==> src/rtl/load_store_unit.sv <==
// Load/store unit between execute and a variable-latency data memory.
// Generates byte strobes, shifts lanes, extends loads and detects or splits misaligned accesses.
module load_store_unit #(
  parameter int XLEN             = 32,
  parameter int ADDR_WIDTH       = 12,
  parameter bit ALLOW_MISALIGNED = 1'b0
) (
  input  logic                             clk,
  input  logic                             reset_n,
  input  logic                             req_valid,
  output logic                             req_ready,
  input  logic                             req_store,
  input  logic [1:0]                       req_size,
  input  logic                             req_signed,
  input  logic [ADDR_WIDTH-1:0]            req_addr,
  input  logic [XLEN-1:0]                  req_wdata,
  output logic                             rsp_valid,
  output logic [XLEN-1:0]                  rsp_rdata,
  output logic                             rsp_err,
  output logic                             mem_req,
  input  logic                             mem_gnt,
  output logic [ADDR_WIDTH-$clog2(XLEN/8)-1:0] mem_addr,
  output logic [XLEN/8-1:0]                mem_we,
  output logic [XLEN-1:0]                  mem_wdata,
  input  logic                             mem_rvalid,
  input  logic [XLEN-1:0]                  mem_rdata,
  output logic [1:0]                       dbg_state_o
);
  localparam int NB = XLEN / 8;
  localparam int OW = $clog2(NB);
  localparam int MW = ADDR_WIDTH - OW;

  // Handshakes: a request transfers on a clock edge where req_valid && req_ready;
  // a memory beat transfers on an edge where mem_req && mem_gnt; read data arrives
  // on an edge with mem_rvalid while waiting; rsp_valid is a single-cycle pulse.
  typedef enum logic [1:0] {S_IDLE, S_ISSUE, S_WAIT_R, S_RESP} state_e;

  state_e                state_q, state_d;
  logic                  store_q, store_d;
  logic                  signed_q, signed_d;
  logic                  split_q, split_d;
  logic                  beat_q, beat_d;
  logic                  err_q, err_d;
  logic [1:0]            size_q, size_d;
  logic [ADDR_WIDTH-1:0] addr_q, addr_d;
  logic [XLEN-1:0]       wdata_q, wdata_d;
  logic [XLEN-1:0]       rdata_q, rdata_d;

  logic [OW-1:0]   req_off;
  logic [3:0]      req_bytes;
  logic            req_illegal, req_misal, req_split, req_err;
  logic            last_beat;

  assign req_off     = req_addr[OW-1:0];
  assign req_bytes   = 4'd1 << req_size;
  assign req_illegal = (req_size == 2'd3) && (XLEN == 32);
  assign req_misal   = (req_off & OW'(req_bytes - 4'd1)) != '0;
  assign req_split   = (int'(req_off) + int'(req_bytes)) > NB;
  assign req_err     = req_illegal || (req_misal && !ALLOW_MISALIGNED);
  assign last_beat   = !split_q || beat_q;

  logic [OW-1:0]     off_q;
  logic [OW+3:0]     sh_lo, sh_hi;
  logic [NB-1:0]     bm;
  logic [2*NB-1:0]   we_full;
  logic [2*XLEN-1:0] wd_full;
  logic [XLEN-1:0]   ext_mask;
  logic              sign_bit;

  assign off_q    = addr_q[OW-1:0];
  assign sh_lo    = {1'b0, off_q, 3'b000};
  assign sh_hi    = (OW+4)'(8 * NB) - sh_lo;
  assign bm       = ~({NB{1'b1}} << (32'd1 << size_q));
  assign we_full  = {{NB{1'b0}}, bm} << off_q;
  assign wd_full  = {{XLEN{1'b0}}, wdata_q} << sh_lo;
  assign ext_mask = ~({XLEN{1'b1}} << (32'd8 << size_q));

  always_comb begin
    case (size_q)
      2'd0:    sign_bit = rdata_q[7];
      2'd1:    sign_bit = rdata_q[15];
      2'd2:    sign_bit = rdata_q[31];
      default: sign_bit = rdata_q[XLEN-1];
    endcase
  end

  always_ff @(posedge clk or negedge reset_n) begin
    if (!reset_n) begin
      state_q <= S_IDLE;
    end else begin
      state_q <= state_d;
    end
  end

  always_comb begin
    state_d = state_q;
    beat_d  = beat_q;
    case (state_q)
      S_IDLE: begin
        if (req_valid) begin
          beat_d  = 1'b0;
          state_d = req_err ? S_RESP : S_ISSUE;
        end
      end
      S_ISSUE: begin
        if (mem_gnt) begin
          if (!store_q) begin
            state_d = S_WAIT_R;
          end else if (last_beat) begin
            state_d = S_RESP;
          end else begin
            beat_d = 1'b1;
          end
        end
      end
      S_WAIT_R: begin
        if (mem_rvalid) begin
          if (last_beat) begin
            state_d = S_RESP;
          end else begin
            beat_d  = 1'b1;
            state_d = S_ISSUE;
          end
        end
      end
      default: state_d = S_IDLE;
    endcase
  end

  always_comb begin
    store_d  = store_q;
    signed_d = signed_q;
    split_d  = split_q;
    err_d    = err_q;
    size_d   = size_q;
    addr_d   = addr_q;
    wdata_d  = wdata_q;
    rdata_d  = rdata_q;
    if (state_q == S_IDLE && req_valid) begin
      store_d  = req_store;
      signed_d = req_signed;
      split_d  = req_split;
      err_d    = req_err;
      size_d   = req_size;
      addr_d   = req_addr;
      wdata_d  = req_wdata;
      rdata_d  = '0;
    end
    // Beat 0 fills the low bytes, beat 1 ORs the wrapped bytes on top.
    if (state_q == S_WAIT_R && mem_rvalid) begin
      rdata_d = beat_q ? (rdata_q | (mem_rdata << sh_hi)) : (mem_rdata >> sh_lo);
    end
  end

  always_ff @(posedge clk or negedge reset_n) begin
    if (!reset_n) begin
      store_q  <= 1'b0;
      signed_q <= 1'b0;
      split_q  <= 1'b0;
      beat_q   <= 1'b0;
      err_q    <= 1'b0;
      size_q   <= 2'd0;
      addr_q   <= '0;
      wdata_q  <= '0;
      rdata_q  <= '0;
    end else begin
      store_q  <= store_d;
      signed_q <= signed_d;
      split_q  <= split_d;
      beat_q   <= beat_d;
      err_q    <= err_d;
      size_q   <= size_d;
      addr_q   <= addr_d;
      wdata_q  <= wdata_d;
      rdata_q  <= rdata_d;
    end
  end

  always_comb begin
    req_ready   = (state_q == S_IDLE);
    mem_req     = (state_q == S_ISSUE);
    mem_addr    = '0;
    mem_we      = '0;
    mem_wdata   = '0;
    rsp_valid   = (state_q == S_RESP);
    rsp_err     = (state_q == S_RESP) && err_q;
    rsp_rdata   = '0;
    dbg_state_o = state_q;
    if (state_q == S_ISSUE) begin
      mem_addr  = beat_q ? addr_q[ADDR_WIDTH-1:OW] + MW'(1) : addr_q[ADDR_WIDTH-1:OW];
      mem_wdata = beat_q ? wd_full[2*XLEN-1:XLEN] : wd_full[XLEN-1:0];
      if (store_q) begin
        mem_we = beat_q ? we_full[2*NB-1:NB] : we_full[NB-1:0];
      end
    end
    if (state_q == S_RESP && !err_q && !store_q) begin
      rsp_rdata = (rdata_q & ext_mask) | ({XLEN{signed_q & sign_bit}} & ~ext_mask);
    end
  end
endmodule

==> config.mk <==
export PLATFORM = sky130hd
export DESIGN_NAME = load_store_unit
export DESIGN_NICKNAME = d
export VERILOG_FILES = /design/src/rtl/load_store_unit.sv
export SDC_FILE = /design/constraint.sdc
export NUM_CORES = 1
export LEC_CHECK = 0
export BUFFER_PORTS_ARGS = -buffer_cell sky130_fd_sc_hd__buf_2
export CAP_MARGIN = 20
export CORE_ASPECT_RATIO = 0.75
export CORE_MARGIN = 3
export CORE_UTILIZATION = 49
export DETAILED_ROUTE_END_ITERATION = 10
export HOLD_SLACK_MARGIN = 0.12
export PLACE_DENSITY = 0.78
export SYNTH_ARGS = -nofsm -noshare
export SYNTH_HDL_FRONTEND = slang
export SYNTH_SLANG_ARGS = --single-unit
==> constraint.sdc <==
create_clock -name clk -period 2.3 [get_ports clk]
set_clock_uncertainty 0.2 [all_clocks]
set_input_delay 0.46 -clock clk [delete_from_list [all_inputs] [get_ports clk]]
set_output_delay 0.46 -clock clk [all_outputs]
set_load 0.005 [all_outputs]
; ---- Word level (Yosys, flattened, before mapping)
; Cells that the tools add are included.
; W data, S select, Z words.
[classes]
addsub = 4
n_lt_le_gt_ge = 1
n_eq_ne = 10
shifts = 9
muxes = 26
bitwise_logic = 9
n_reduce_logical = 17
[ops]
columns = cell, count
row1 = $mux W32, 6
row2 = $and A32 B32 Y32, 2
row3 = $not A32 Y32, 2
row4 = $or A32 B32 Y32, 2
row5 = $shl A32 B5 Y64, 1
row6 = $shl A1 B2 Y32 const A, 1
row7 = $shl A32 B32 Y32 const A, 1
row8 = $shl A32 B6 Y32, 1
row9 = $shl A4 B2 Y32 const A, 1
row10 = $shl A4 B32 Y4 const A, 1
row11 = $shr A32 B5 Y32, 1
row12 = $mux W10, 2
row13 = $mux W2, 7
row14 = $mux W4, 3
row15 = $add A10 B1 Y10 const B, 1
row16 = $shl A4 B2 Y8, 1
row17 = $eq A2 B2 Y1 const B, 3
row18 = $pmux W2 S3, 1
row19 = $sub A6 B5 Y6 const A, 1
row20 = $add A2 B4 Y5, 1
row21 = $gt A5 B3 Y1 const B, 1
row22 = $logic_and A1 B1 Y1, 5
row23 = $mux W1, 5
row24 = $reduce_and A5 Y1, 1
row25 = other kinds (17), 25
[word_totals]
regBits = 85
in_bits = 85
output_inout_bits = 84
word_cells = 86

; ---- Longest topological paths before layout
; Gate-level depths: netlist of the first run.
[depth]
ltp_word = 8
mapped_depth = 11
ltp_nobuf = 9

; ---- Least setup slack after synthesis of the first run
; Ideal clock, no wire load.
[synth_path]
path_kind = input to register
start = in req_size[1]
end = reg split_q
setup_ns = 0.134
arrival_time_ns = 2.191
required_time_ns = 1.966
setup_slack_ns = -0.225
path_stages = 9
n_path_buf = 0
path_cell_list = or2_2 inv_1 ha_1 inv_1 fa_1 a21boi_0 a2111o_1 a211oi_1 a21oi_1
[synth_between]
elab_chain_cells = 3
[synth_lines]
columns = element, line_no
row1 = start: declaration, 13  ; input logic [1:0] req_size,
row2 = $shl A1 B2 Y4, 55  ; assign req_bytes = 4'd1 << req_size;
row3 = $add A2 B4 Y5, 58  ; assign req_split = (int'(req_off) + int'(req_bytes)) > NB;
row4 = $gt A5 B3 Y1, 58
row5 = end signal: assignment, 169  ; split_q <= split_d;
row6 = end: declaration, 41  ; logic split_q, split_d;
; No other way between the ends.
; A chain may end at the register's enable or synchronous reset.

; ---- Worst setup path after layout of the first run
[layout_path]
start = reg addr_q[0]
end = out mem_wdata[5]
[layout_between]
elab_chain_cells = 3
[layout_lines]
columns = element, line_no
row1 = start: declaration, 45  ; logic [ADDR_WIDTH-1:0] addr_q, addr_d;
row2 = start signal: assignment, 173  ; addr_q <= addr_d;
row3 = $shl A32 B5 Y64, 75  ; assign wd_full = {{XLEN{1'b0}}, wdata_q} << sh_lo;
row4 = $mux W32, 191  ; mem_wdata = beat_q ? wd_full[2*XLEN-1:XLEN] : wd_full[XLEN-1:0];
row5 = $mux W32, 189  ; if (state_q == S_ISSUE) begin
row6 = end: declaration, 24  ; output logic [XLEN-1:0] mem_wdata,
; No other way between the ends.

==> results.tsv, run 1 <==
metric	value	unit
DP Area	0.00766	mm²
worst-margin pin slew	431	ps
I/O pins	169	
area of the multi-input gates	0.00434	mm²
#FFs+latches synth	85	
Final min period	2530	ps
Clock transition at path regs	80	ps
post-synthesis sequential area ratio	0.333	
Final Power	13600	µW
top-count cell post-synth	dfrtp_1	
TritonRoute pass-1 iters	5	
clock buffer count from CTS	9	
Initial Utilization	0.511	
hpwl dp	14500	µm
Power Dens Cells	1520	mW/mm²
total grt overflow	0	
critical path fanouts, max	6	
failing checks	setup timing	
syn avg cell area	8.53	µm²
antenna violations before repair	1	
Hold Crit Class	in -> reg	
synthesis warning total	0	
initial DRC count	686	
# setup viols final	54	
max frequency	0.396	GHz
diode count	0	
Slew Limit Fails	0	
Fillers	882	
Hold WS	137	ps
Rel. slew slack	0.713	
status	finished, violations left	
buffers added on ports	168	
largest net degree at the start of global routing	42	
vias in the first global route	6264	
Clock Latency Late Sink	350	ps
CTS Sinks	85	
first-pass GRT wire length	33800	µm
worst path arrival time	1870	ps
CTS H-tree lvls	3	
Vias/cell	6.07	
syn_nets	843	
Post-Synthesis Cells	748	
share of the synthesized area in the top cell type	0.333	
period utilization	1.10	
GR Util All Layers	0.296	
Final nets	1048	
die area	0.0144	mm²
Layout area overhead	40.9	%
beginning of the worst hold path	req_addr[10]	
Register-to-Register Path Depth	7	
unrepaired setup endpoints after global routing	true	
Synth async-reset ratio	1.00	
Antenna Nets Post-Route	0	
Data required, critical path	1640	ps
synth unique cells	54	
FF-to-FF End	rdata_q[18]$_DFFE_PN0P_	
cell area after synthesis	0.00638	mm²
Worst Setup End Kind	primary output	
PnR worst setup slack	-226	ps
worst min-delay path endpoint	addr_q[10]$_DFFE_PN0P_	
RePlAce Congestion	0.924	
fin area	0.00898	mm²
synth cell count leaders	dfrtp_1, a21oi_1, nand2_1, nor2_1, mux2_2	
leak pwr	0.00405	µW
worst reg2reg setup slack	60	ps
Post-synth EDFFs	0	
Routed WL	22800	µm
Worst Hold Depth	2	
max cap viols	0	
DRC	0	
row count	35	
ys flop type	dfrtp_1	
share of cells above drive strength 1	0.454	
Die Y	105	µm
worst-case clock buffer depth	2	
worst r2r src	addr_q[0]$_DFFE_PN0P_	
FF/Latch Area	0.00214	mm²
count of final hold-check violations	0	
Core Area	0.0125	mm²
Routed WL per cell	20.3	µm
Yosys top cell by area	dfrtp_1	
Clock Root Buffer	clkbuf_16	
Max IR drop VDD	0.828	mV
ranking of synthesized cells by area	dfrtp_1, mux2_2, mux2i_1, a21oi_1, nand2_1	
vias post-DR	6819	
Setup Crit Path Kind	reg -> out	
CTS tree	yes	
startpoint types	register	
width of the die	138	µm
-- state kept, by name, indices dropped and copies added, names as in the netlist --
name         flops
size_q           2
wdata_q         32
addr_q          12
dbg_state_o      2
signed_q         1
split_q          1
store_q          1
beat_q           1
rdata_q         32
err_q            1
-- repair_timing --
| action | 4_1_cts | 5_1_grt |
|---|---|---|
| pin swaps | 27 | 38 |
| hold endpoints to repair | 26 | 0 |
| buffers inserted | 13 | 12 |
| hold buffers | 1 | 0 |
| setup endpoints to repair | 70 | 92 |
| gates resized for setup | 92 | 67 |
| gates cloned | 6 | 4 |
-- placed cells by master (no fill, tap or decap), types with 4 or more instances in the layout --
master and instances:
dfrtp_1 77, ha_1 5, clkbuf_16 13, buf_8 4
nor2_4 9, nand2_2 4, and2_1 10, mux2_2 56
nand3_1 18, a2111oi_2 4, buf_4 50, nand2_1 63
or3_1 8, buf_12 9, o2bb2ai_1 8, mux2i_1 41
buf_2 167, o22a_1 14, a31oi_1 11, nor2b_1 12
a21o_1 8, buf_6 13, a22oi_2 7, o21ai_0 25
a221oi_1 4, a2bb2oi_1 8, a21oi_2 31, nand3b_1 8
nand2b_1 23, o311ai_1 5, a32oi_1 8, a21oi_1 46
dfrtp_2 7, inv_1 39, a211oi_2 8, nor2_1 52
buf_16 4, or2_4 5
-- final cells by class --
cell class                      instances  share of cell area
Timing Repair Buffer                  252               0.202
Tap cell                              166              0.0231
Inverter                               44              0.0198
Clock buffer                            9              0.0251
Clock inverter                          7             0.00849
Multi-Input combinational cell        561               0.483
Sequential cell                        85               0.238
-- power breakdown --
group          internal, µW  switching (µW)  total (µW)
clock                   773             702        1470
combinational          4270            4820        9090
sequential             2230             826        3060
total                  7280            6350       13600
-- worst max-delay path by stage --
stage	startpoint	to	slack (ps)	cells past startpoint
6_report	addr_q[0]$_DFFE_PN0P_	mem_wdata[5]	-230	7
5_1_grt	addr_q[0]$_DFFE_PN0P_	mem_wdata[5]	-320	7
4_1_cts	addr_q[0]$_DFFE_PN0P_	mem_wdata[22]	-130	7
3_5_place_dp	req_size[1]	split_q$_DFFE_PN0P_	-340	10
3_3_place_gp	req_size[1]	split_q$_DFFE_PN0P_	-250	10
2_1_floorplan	req_size[1]	split_q$_DFFE_PN0P_	-100	9
-- critical path, cell delays in order, from the launching register on --
cell	delay, ps
dfrtp_4	480
buf_8	150
inv_1	90
buf_4	170
o2bb2ai_1	180
nand2_1	120
a21oi_1	180
buf_2	160
-- stage by stage --
step | std cells | setup TNS (ps) | util | worst slack, ps
floorplan | 748 | -98.6 | - | -98.6
global placement | 1073 | -248 | 0.614 | -248
detailed placement | 1073 | -337 | 0.614 | -337
CTS | 1109 | -4510 | 0.682 | -134
global route | 1124 | -9150 | 0.720 | -322
finish | 1124 | -5160 | 0.720 | -226
-- layer usage --
metal  global-route usage  routed length, µm
met1                0.442              10000
met2                0.432              10100
met3               0.0731               2290
met4               0.0719                401
met5                    0                  7
-- cell families after synthesis --
group	after synthesis	synth area share
flip-flops	85	0.333
AO/OA/AOI/OAI	217	0.226
AND/OR/NAND/NOR	227	0.171
adder cells (fa/ha/maj)	10	0.0208
XOR/XNOR	7	0.00961
multiplexers	99	0.167
buffers and inverters	103	0.0728
Note: power is estimated with default switching activity, not from simulation.
==> inputs of run 2 (changes only) <==
- REMOVE_ABC_BUFFERS: default -> 1
==> run 2 against run 1 <==
Against the previous run:
- the run still ends with setup timing left
- count of clock-buffer cells in the layout is 1 higher
- largest power group unchanged
- final cell count grew 0.18%
- non-clock buffer count increased by 1
==> results.tsv, run 2 (same netlist as run 1, synthesis figures left out) <==
metric	value	unit	change
unrepaired setup endpoints after global routing	true		
Setup TNS Final	-5770	ps	-618 ps
largest net degree at the start of global routing	54		+29%
Antenna Nets Post-Route	0		unchanged
I/O pins	169		unchanged
Die Y	105	µm	unchanged
antenna violations before repair	0		-1
max cap viols	0		unchanged
leak pwr	0.00399	µW	-1.6%
worst path arrival time	1830	ps	-40 ps
row count	35		unchanged
hpwl dp	13900	µm	-4.0%
CTS H-tree lvls	3		unchanged
Rel. slew slack	0.661		-0.0519
Initial Utilization	0.511		unchanged
buffers added on ports	168		unchanged
worst-case clock buffer depth	2		unchanged
failing checks	setup timing		
initial DRC count	656		-4.4%
M1 WL	8880	µm	-11%
period utilization	1.08		-0.0136
fin area	0.00884	mm²	-1.6%
clock buffer count from CTS	9		unchanged
Setup Crit Path Kind	reg -> out		
TritonRoute pass-1 iters	8		+3
beginning of the worst hold path	req_wdata[17]		
PnR worst setup slack	-195	ps	+31.3 ps
most common cell after layout, fill and taps aside	buf_2		
Final min period	2490	ps	-31.3 ps
CP Launch Point	addr_q[0]$_DFFE_PN0P_		
status	finished, violations left		
Hold Crit Class	in -> reg		
Largest regs	rdata_q: 32 flops, wdata_q: 32 flops, addr_q: 12 flops		
Layout area overhead	38.7	%	
Data required, critical path	1640	ps	about the same
Max IR drop VDD	0.851	mV	+2.8%
vias post-DR	6843		+0.35%
Clock Root Buffer	clkbuf_16		
# setup viols final	56		+3.7%
CTS tree	yes		
count of final hold-check violations	0		unchanged
CTS Sinks	85		unchanged
critical path fanouts, max	8		+2
Worst path slowest cell	dfrtp_4		
Final nets	1049		+0.095%
Cell Chain, Critical Path	buf_12 > nor2b_4 > buf_6 > o2bb2ai_2 > nand2_1 > a21oi_2 > buf_2		
DRC	0		unchanged
worst reg2reg setup slack	60	ps	about the same
DR WL met2	10200	µm	+0.96%
Routed WL	22100	µm	-3.1%
Clock transition at path regs	70	ps	about the same
worst r2r src	addr_q[0]$_DFFE_PN0P_		
highest routed layer	met4		
Core Area	0.0125	mm²	unchanged
width of the die	138	µm	unchanged
crit-path max cell delay	540	ps	+60 ps
Vias/cell	6.08		+0.17%
Power Dens Cells	1480	mW/mm²	-2.2%
most frequent cells in the layout	buf_2, dfrtp_1, nand2_1		
RePlAce Congestion	0.889		-3.9%
startpoint types	register		
Worst Setup End Kind	primary output		
total grt overflow	0		unchanged
routed wl met3	2490	µm	+8.6%
Slew Limit Fails	0		unchanged
Clock Latency Late Sink	350	ps	about the same
vias in the first global route	6337		+1.2%
Routed WL per cell	19.7	µm	-3.2%
DP Area	0.00765	mm²	-0.18%
GR Util All Layers	0.285		-0.0118
first-pass GRT wire length	32700	µm	-3.1%
worst-margin pin slew	509	ps	+77.9 ps
die area	0.0144	mm²	unchanged
share of cells above drive strength 1	0.448		-0.00569
max frequency	0.401	GHz	+1.3%
run 2: cell types whose count changed in the layout (fill, tap and decap cells not counted), moves of 5 or more:
cell / change
a2111oi_0: +8
mux2i_2: +7
o21ai_1: +7
buf_4: +6
mux2i_1: -6
nor2_1: +5
nor2_4: -5
o21ai_0: -5
run 2: worst paths after layout:
check / endpoint / cells after the start
max in group asynchronous: addr_q[0]$_DFFE_PN0P_ / 3
min reg2reg: rdata_q[25]$_DFFE_PN0P_ / 2
min: wdata_q[17]$_DFFE_PN0P_ / 2
max reg2reg: rdata_q[26]$_DFFE_PN0P_ / 7
max: mem_wdata[0] / 7
min in group asynchronous: rdata_q[17]$_DFFE_PN0P_ / 2
run 2: layout make-up:
type | instances | area (µm²)
diodes | 1 | 2.50
clock buffers | 10 | 229
clock inverters | 6 | 71.3
fillers | 923 | 3640
inverters | 44 | 168
multi-input cells | 561 | 4300
flip-flops and latches | 85 | 2140
well taps | 166 | 208
repair buffers | 253 | 1730
run 2: timing repair:
item                                    in CTS  in global routing
resized for setup                           82                 70
pin swaps                                   12                 44
hold endpoints to repair                    30                  0
endpoints found under the setup margin      67                 87
hold buffers                                 1                  0
cloned                                       1                  2
buffers inserted                            16                 16
run 2: critical path, delay by kind of cell, from the launching register on:
| kind | cells | cell delay [ps] |
|---|---|---|
| buffers and inverters | 3 | 450 |
| DFF | 1 | 540 |
| and+or+nand+nor | 2 | 210 |
| AOI/OAI and AO/OA | 2 | 290 |
run 2: power breakdown:
part	switching, µW	internal, µW
clock network	657	855
registers	832	2230
logic	4570	3970
run 2: routing by layer:
metal,vias to the layer above,GRT usage
li1,3100,-
met1,3213,0.395
met2,474,0.440
met3,56,0.0703
met4,0,0.0846
met5,-,0
run 2: metrics by stage:
stage           util  setup WS (ps)  std cells  hold slack [ps]  total power (µW)
6_report       0.709           -195       1126              138             13100
2_1_floorplan      -          -2630        689            -35.6              7160
3_3_place_gp   0.613           -387       1074              232              9620
4_1_cts        0.674           -157       1108              139             12100
5_1_grt        0.708           -244       1125              133             13900
3_5_place_dp   0.613           -458       1074              231              9800
==> inputs of run 3 (changes only) <==
- RECOVER_POWER: default -> 25
- SETUP_SLACK_MARGIN: default -> 0.15
==> run 3 against run 2 <==
Against the previous run:
- the flow still finishes with violations (setup timing)
- maximum frequency shrank 3.5%
- critical path type unchanged
- combinational power rose by 23%
- routed wire length is 16% higher
- non-clock buffer count rose by 23
- utilization rose by 6.1 points
- global-route usage grew 2.4 points
==> results.tsv, run 3 (same netlist as run 1, synthesis figures left out) <==
metric	value	unit	change
Fillers	764		-17%
I/O pins	169		unchanged
critical path fanouts, max	6		-2
worst-margin pin slew	845	ps	+336 ps
# setup viols final	61		+8.9%
Antenna Nets Post-Route	0		unchanged
first-pass GRT wire length	35200	µm	+7.5%
Max IR drop VDD	0.891	mV	+4.8%
Final nets	1073		+2.3%
Routed WL per cell	22.3	µm	+13%
Worst Setup End Kind	primary output		
count of final hold-check violations	0		unchanged
row count	35		unchanged
most frequent cells in the layout	buf_2, dfrtp_1, nand2_1		
clock buffer count from CTS	9		unchanged
Setup Crit Path Kind	reg -> out		
CTS Sinks	85		unchanged
Rel. slew slack	0.437		-0.224
worst path arrival time	1930	ps	+100 ps
Largest regs	rdata_q: 32 flops, wdata_q: 32 flops, addr_q: 12 flops		
CTS tree	yes		
Clock Root Buffer	clkbuf_16		
Routed WL	25600	µm	+16%
leak pwr	0.00425	µW	+6.7%
startpoint types	register		
share of cells above drive strength 1	0.511		+0.0623
Cell Chain, Critical Path	buf_4 > buf_4 > mux2i_1 > o2bb2ai_4 > nand2_2 > a21oi_4 > buf_2		
vias post-DR	7285		+6.5%
largest net degree at the start of global routing	54		unchanged
Power Dens Cells	1570	mW/mm²	+6.1%
vias in the first global route	6721		+6.1%
Hold WS	134	ps	-4.21 ps
hpwl dp	13900	µm	unchanged
CTS H-tree lvls	3		unchanged
buffers added on ports	168		unchanged
Crit path max-delay family	buffers and inverters		
worst-case clock buffer depth	2		unchanged
Finished Layout Cells	1151		+2.2%
Worst path slowest cell	dfrtp_2		
Data required, critical path	1640	ps	about the same
Vias/cell	6.33		+4.1%
Clock transition at path regs	70	ps	about the same
Die Y	105	µm	unchanged
antenna violations before repair	3		+3
initial DRC count	755		+15%
failing checks	setup timing		
status	finished, violations left		
Slew Limit Fails	0		unchanged
Cells after DPL	1074		unchanged
FF/Latch Area	0.00214	mm²	unchanged
Final Power	15100	µW	+15%
area of the multi-input gates	0.00469	mm²	+9.0%
CP most frequent cell	buf_4		
Core Area	0.0125	mm²	unchanged
total grt overflow	0		unchanged
Layout area overhead	50.6	%	
Initial Utilization	0.511		unchanged
DRC	0		unchanged
worst path buffer plus inverter count	3		unchanged
width of the die	138	µm	unchanged
period utilization	1.12		+0.0399
max frequency	0.387	GHz	-3.5%
Hold Crit Class	in -> reg		
die area	0.0144	mm²	unchanged
most common cell after layout, fill and taps aside	buf_2		
TritonRoute pass-1 iters	5		-3
Clock Latency Late Sink	350	ps	about the same
max cap viols	0		unchanged
PnR worst setup slack	-286	ps	-91.8 ps
GR Util All Layers	0.308		+0.0235
Final min period	2590	ps	+91.8 ps
unrepaired setup endpoints after global routing	true		
RePlAce Congestion	0.889		unchanged
crit-path max cell delay	470	ps	-70 ps
Setup TNS Final	-6660	ps	-887 ps
-- run 3: final cells by class --
| type | instances | share of cell area |
|---|---|---|
| multi-input cells | 562 | 0.488 |
| flip-flops and latches | 85 | 0.222 |
| clock inverters | 6 | 0.00742 |
| well taps | 166 | 0.0216 |
| inverters | 44 | 0.0180 |
| diodes | 2 | 0.000521 |
| clock buffers | 10 | 0.0238 |
| repair buffers | 276 | 0.218 |
-- run 3: worst paths after layout --
kind                            slack, ps                     from                 endpoint  cells past startpoint
worst max-delay path                 -290    addr_q[1]$_DFFE_PN0P_             mem_wdata[3]                      7
worst min-delay path                  130            req_wdata[29]  wdata_q[29]$_DFFE_PN0P_                      2
worst max register to register         90    addr_q[0]$_DFFE_PN0P_  rdata_q[13]$_DFFE_PN0P_                      9
worst min register to register        290  rdata_q[24]$_DFFE_PN0P_  rdata_q[24]$_DFFE_PN0P_                      2
max in group asynchronous             140                  reset_n    addr_q[0]$_DFFE_PN0P_                      3
min in group asynchronous             570                  reset_n  rdata_q[17]$_DFFE_PN0P_                      2
-- run 3: report_power, final --
part / switching (µW) / internal (µW)
Combinational: 5490 / 4980
Sequential: 900 / 2230
Clock: 662 / 855
-- run 3: metal layers --
| metal | global-route usage | wire, µm | part of all wire |
|---|---|---|---|
| met5 | 0 | 13 | 0.00051 |
| met4 | 0.114 | 884 | 0.035 |
| met1 | 0.409 | 9700 | 0.38 |
| met3 | 0.0861 | 2810 | 0.11 |
| met2 | 0.478 | 12200 | 0.48 |
-- run 3: through the flow --
| step | utilization | area, µm² | worst slack [ps] |
|---|---|---|---|
| final | 0.770 | 9610 | -286 |
| after global routing | 0.770 | 9610 | -289 |
| after CTS | 0.710 | 8860 | -139 |
| after detailed placement | 0.613 | 7650 | -458 |
| after global placement | 0.613 | 7650 | -387 |
| after floorplan | - | 6080 | -2630 |
-- run 3: worst register-to-register path, delay by kind of cell, from the launching register on --
family	cells	cell delay (ps)
AND/OR/NAND/NOR	2	330
flip-flops	1	530
buffers and inverters	4	650
adder cells (fa/ha/maj)	1	230
AO/OA/AOI/OAI	2	200
-- run 3: timing repair --
action,CTS,global route
endpoints found under the hold margin,30,0
gates resized for setup,156,117
endpoints found under the setup margin,87,102
buffers inserted,24,24
hold buffers,1,0
pin swaps,26,51
gates cloned,7,3
